File: config.mk
export PLATFORM = sky130hd
export DESIGN_NAME = uart_rx_fifo
export DESIGN_NICKNAME = d
export VERILOG_FILES = /design/src/rtl/uart_rx_fifo.sv
export SDC_FILE = /design/constraint.sdc
export NUM_CORES = 1
export LEC_CHECK = 0
export BUFFER_PORTS_ARGS = -buffer_cell sky130_fd_sc_hd__buf_2
export CAP_MARGIN = 20
export CELL_PAD_IN_SITES_DETAIL_PLACEMENT = 0
export CELL_PAD_IN_SITES_GLOBAL_PLACEMENT = 2
export CORE_UTILIZATION = 25
export CTS_CLUSTER_SIZE = 25
export DETAILED_ROUTE_END_ITERATION = 6
export GPL_ROUTABILITY_DRIVEN = 1
export PLACE_DENSITY = 0.48
export SETUP_SLACK_MARGIN = 0.2
export SYNTH_ARGS = -nofsm -noshare
export SYNTH_HDL_FRONTEND = slang
export SYNTH_SLANG_ARGS = --single-unit
File: constraint.sdc
create_clock -name i_clk -period 2.84 [get_ports i_clk]
set_input_delay 0.284 -clock i_clk [delete_from_list [all_inputs] [get_ports i_clk]]
set_output_delay 0.284 -clock i_clk [all_outputs]
set_load 0.02 [all_outputs]
File: src/rtl/uart_rx_fifo.sv
// First-word-fall-through byte FIFO behind the UART receiver, with sticky overflow flag.
// Optional LF line counter enabled by `define UART_RX_LINE_CNT_EN.
module uart_rx_fifo #(
   parameter  int DEPTH = 16,
   localparam int AW    = $clog2(DEPTH)
) (
   input  logic          i_clk,
   input  logic          i_rst,
   input  logic [7:0]    i_char,
   input  logic          i_valid,
   input  logic          i_rd,
   input  logic          i_clr_ovf,
   output logic [7:0]    o_data,
   output logic          o_empty,
   output logic          o_full,
   output logic [AW:0]   o_count,
   output logic          o_overflow,
   output logic [AW:0]   o_lines,
   output logic          o_line_rdy
);

   localparam logic [AW:0] CNT_FULL = (AW+1)'(DEPTH);

   logic [7:0]    mem_q [DEPTH];
   logic [AW-1:0] wp_q, wp_d;
   logic [AW-1:0] rp_q, rp_d;
   logic [AW:0]   cnt_q, cnt_d;
   logic          ovf_q, ovf_d;
   logic          empty, full, push, pop, drop;

   assign empty = (cnt_q == '0);
   assign full  = (cnt_q == CNT_FULL);

   // A full FIFO still accepts a byte when the head is leaving in the same cycle.
   assign push = i_valid && (!full || i_rd);
   assign pop  = i_rd && !empty;
   assign drop = i_valid && full && !i_rd;

   always_comb begin
      wp_d  = wp_q;
      rp_d  = rp_q;
      cnt_d = cnt_q;
      ovf_d = ovf_q;
      if (push) wp_d = wp_q + AW'(1);
      if (pop)  rp_d = rp_q + AW'(1);
      if (push && !pop)      cnt_d = cnt_q + (AW+1)'(1);
      else if (pop && !push) cnt_d = cnt_q - (AW+1)'(1);
      if (drop)           ovf_d = 1'b1;
      else if (i_clr_ovf) ovf_d = 1'b0;
   end

   always_ff @(posedge i_clk or negedge i_rst) begin
      if (!i_rst) begin
         wp_q  <= '0;
         rp_q  <= '0;
         cnt_q <= '0;
         ovf_q <= 1'b0;
      end else begin
         wp_q  <= wp_d;
         rp_q  <= rp_d;
         cnt_q <= cnt_d;
         ovf_q <= ovf_d;
      end
   end

   // Storage carries no reset; validity comes from cnt.
   always_ff @(posedge i_clk) begin
      if (push) mem_q[wp_q] <= i_char;
   end

   assign o_data     = empty ? 8'h00 : mem_q[rp_q];
   assign o_empty    = empty;
   assign o_full     = full;
   assign o_count    = cnt_q;
   assign o_overflow = ovf_q;

`ifdef UART_RX_LINE_CNT_EN
   logic [AW:0] lines_q, lines_d;
   logic        lf_in, lf_out;

   assign lf_in  = push && (i_char == 8'h0A);
   assign lf_out = pop && (o_data == 8'h0A);

   always_comb begin
      lines_d = lines_q;
      if (lf_in && !lf_out)      lines_d = lines_q + (AW+1)'(1);
      else if (lf_out && !lf_in) lines_d = lines_q - (AW+1)'(1);
   end

   always_ff @(posedge i_clk or negedge i_rst) begin
      if (!i_rst) lines_q <= '0;
      else        lines_q <= lines_d;
   end

   assign o_lines    = lines_q;
   assign o_line_rdy = (lines_q != '0);
`else
   assign o_lines    = '0;
   assign o_line_rdy = 1'b0;
`endif

endmodule
==> reports/results.tsv <==
stage	metric	value	unit
hold_path	HP Start	i_valid	
yosys	synth cell count leaders	edfxtp_1 (128), mux4_2 (23), dfrtp_1 (14)	
routing	DR iter-0 viols	199	
yosys	cell with the most instances after synthesis	edfxtp_1	
yosys	post-synthesis compound-gate area fraction	2.777	%
routing	via count	2874	
yosys	Yosys warning total	0	
setup_path	Critical Path Fanout Max	8	
yosys	asr flop ratio synth	9.859	%
yosys	Synth top area share	65.13	%
global_routing	first-pass GRT wire length	20070	um
routing	DR DRC count	0	
yosys	Yosys cell types	38	
global_routing	initial antenna violation count	0	
yosys	fraction of the mapped netlist area in simple logic gates	3.074	%
yosys	Mapped Cells	309	
power_and_ir_drop	peak supply drop	0.4728	mV
setup_path	CP startpoint kind	register	
sta	Hold Vio Cnt, Final	0	
power_and_ir_drop	switching pwr	2.586	mW
floorplan	Die Y	155.6	um
yosys	top_reg_cell synth	edfxtp_1	
floorplan	die width	155.6	um
floorplan	Die ar.	24230	um^2
cells_and_area	post-route cell area	7258	um^2
sta	Post-Route Setup TNS	0	ps
clock_network	TritonCTS buffer count	17	
sta	RSZ-0062 raised after global routing	true	
power_and_ir_drop	Leak	2.490	nW
sta	max-slew violations	0	
power_and_ir_drop	Clock power frac	29.7	%
placement	port bufs	28	
setup_path	Crit. End Element	primary output	
routing	DRT antenna net count	0	
setup_path	r2r worst-path depth	9	
setup_path	R2R setup slack	320	ps
cells_and_area	Fill cells	2234	
yosys	Yosys top cell by area	edfxtp_1	
setup_path	Critical R2R Capture	o_count[4]$_DFFE_PN0P_	
clock_network	clk_lat worst skew	420	ps
clock_network	Clock Sinks	142	
sta	Worst Skew	11.30	ps
routing	WL/cell	19.53	um
cells_and_area	# diodes	0	
yosys	post-synthesis xor/xnor area fraction	1.336	%
routing	routed vias/inst	4.190	
cells_and_area	share of layout cells above drive strength 1	38.07	%
yosys	ranking of synthesized cells by area	edfxtp_1 (65%), mux4_2 (8.8%), dfrtp_1 (5.9%), mux4_1 (4.0%), ha_1 (1.9%)	
power_and_ir_drop	Power Dens Cells	1107	nW/um^2
cells_and_area	fin nets	384	
yosys	mux share of post-synthesis cell area	16.22	%
sta	slew margin rel.	28.45	%
yosys	adder-cell area share of the yosys netlist	2.247	%
floorplan	Starting Density	25.75	%
clock_network	clk slew on worst S/H paths	60	ps
hold_path	Worst Hold End	o_overflow$_DFFE_PN0P_	
hold_path	worst hold path class	in -> reg	
yosys	register area share after synthesis	71.06	%
clock_network	root buf cell	clkbuf_16	
clock_network	CTS tree	built	
placement	GP Congestion	0.7264	
job	MaxCap Viol Count	0	
sta	fin crit period	2586	ps
placement	hpwl dp	8540	um
global_routing	vias in the first global route	3134	
yosys	Synth Register Bits	142	
placement	DP Area	6390	um^2
floorplan	# IOs	35	
sta	post-route setup slack	253.9	ps
global_routing	pin count of the biggest net entering global routing	19	
global_routing	gr ovfl total	0	
power_and_ir_drop	sequential group share of total power	35.2	%
hold_path	worst hold stages	2	
global_routing	total track usage	11.90	%
setup_path	critical path arrival	2300	ps
setup_path	Setup CP Type	reg -> out	
placement	Post-Place Worst Slack	-48.76	ps
setup_path	worst r2r src	o_count[0]$_DFFE_PN0P_	
yosys	Cell Area, Synth	5902	um^2
clock_network	CTS Buffer Depth	2	
floorplan	CORE AREA	22920	um^2
power_and_ir_drop	logic gate share of total power	35.2	%
cells_and_area	Area growth, synth to finish	22.98	%
setup_path	CP required	2560	ps
sta	fin crit share	91.06	%
clock_network	htree depth	4	
power_and_ir_drop	Sw Share	32.19	%
power_and_ir_drop	Cell Int Power	5.448	mW
sta	Setup-failing EPs final	0	
yosys	syn avg cell area	19.10	um^2
outcome	status	completed	
sta	Fmax	0.3867	GHz
routing	drt total wl	13400	um
yosys	main combinational cell family by area after synthesis	multiplexers	
yosys	EDFF count, synth	128	
floorplan	Rows	55	
sta	worst slew pin tran	1069	ps
routing	Pre-antenna DRT Iters	4	
## cells by family (layout without fill, tap and decap cells)
logic type                 Yosys count  in the layout
buffers and inverters               29             88
xor gates and xnor gates             9              9
adders and majority gates           10             10
DFF                                142            142
AOI/OAI and AO/OA                   28             28
other                                1              6
and+or+nand+nor                     39             39
muxes                               51             51
## critical path: stages, from the launching register on
cell and delay (ps):
dfrtp_4 530, buf_6 130, mux4_2 470, mux2_4 290, o21ai_1 180, a21oi_2 70, buf_4 210
## layout make-up
type	instances	area [um^2]	share of cell area [%]
clock inverters	14	206.4	2.844
multi-input cells	143	1612	22.20
clock buffers	17	425.4	5.861
flip-flops and latches	142	4200	57.87
inverters	7	26.28	0.3620
well taps	313	391.6	5.396
repair buffers	50	396.6	5.465
## sequential cells by signal, indices dropped and copies added, names as in the netlist
| register | flops |
|---|---|
| o_count | 5 |
| o_overflow | 1 |
| mem_q | 128 |
| rp_q | 4 |
| wp_q | 4 |
## power groups by stage
stage / registers (mW) / logic [mW] / clock network, mW
floorplan: 2.76 / 1.76 / 0
global placement: 2.89 / 2.32 / 0
detailed placement: 2.90 / 2.32 / 0
CTS: 2.80 / 2.52 / 2.43
global route: 2.86 / 3.07 / 2.53
finish: 2.83 / 2.83 / 2.38
## worst max path at each step
stage / start / end / slack, ps / depth (start not counted)
CTS: rp_q[1]$_DFFE_PN0P_ / o_data[2] / 190 / 6
global route: o_count[0]$_DFFE_PN0P_ / o_count[4]$_DFFE_PN0P_ / 160 / 9
detailed placement: o_count[0]$_DFFE_PN0P_ / o_count[4]$_DFFE_PN0P_ / -50 / 9
finish: rp_q[1]$_DFFE_PN0P_ / o_data[0] / 250 / 6
floorplan: o_count[1]$_DFFE_PN0P_ / o_count[4]$_DFFE_PN0P_ / 230 / 9
global placement: o_count[0]$_DFFE_PN0P_ / o_count[4]$_DFFE_PN0P_ / 50 / 9
## placed cells by master (no fill, tap or decap), types with 6 or more instances in the layout
cell         n
o21ai_2      7
buf_2       20
dfrtp_1     11
conb_1       6
nor2_1      12
a21oi_2      6
mux4_2      30
clkbuf_16   18
mux2i_1      9
xnor2_1      8
nand2_1     10
buf_4       19
nor3_1       7
buf_6        7
ha_1         8
mux2_4       8
edfxtp_1   128
## per-stage QoR
step	hold slack, ps	instances	util, %	total power, mW
final	141.3	686	31.67	8.033
after global routing	145.1	686	31.67	8.458
after CTS	122.3	682	31.01	7.755
after detailed placement	235.9	645	27.88	5.224
after global placement	236.0	645	27.88	5.213
after floorplan	-11.59	314	-	4.523
## per-layer routing
layer,track usage (%),wire [um]
met5,0,0
met4,4.108,163
met3,3.056,471
met2,18.68,6336
met1,15.92,6424
## timing repair
action | CTS | global route
buffers inserted | 5 | 3
hold buffers | 1 | 0
endpoints found under the setup margin | 9 | 9
pin swaps | 1 | 1
hold endpoints to repair | 14 | 0
resized for setup | 9 | 44
cloned | 0 | 1
Power figures use the tool's default switching activity.
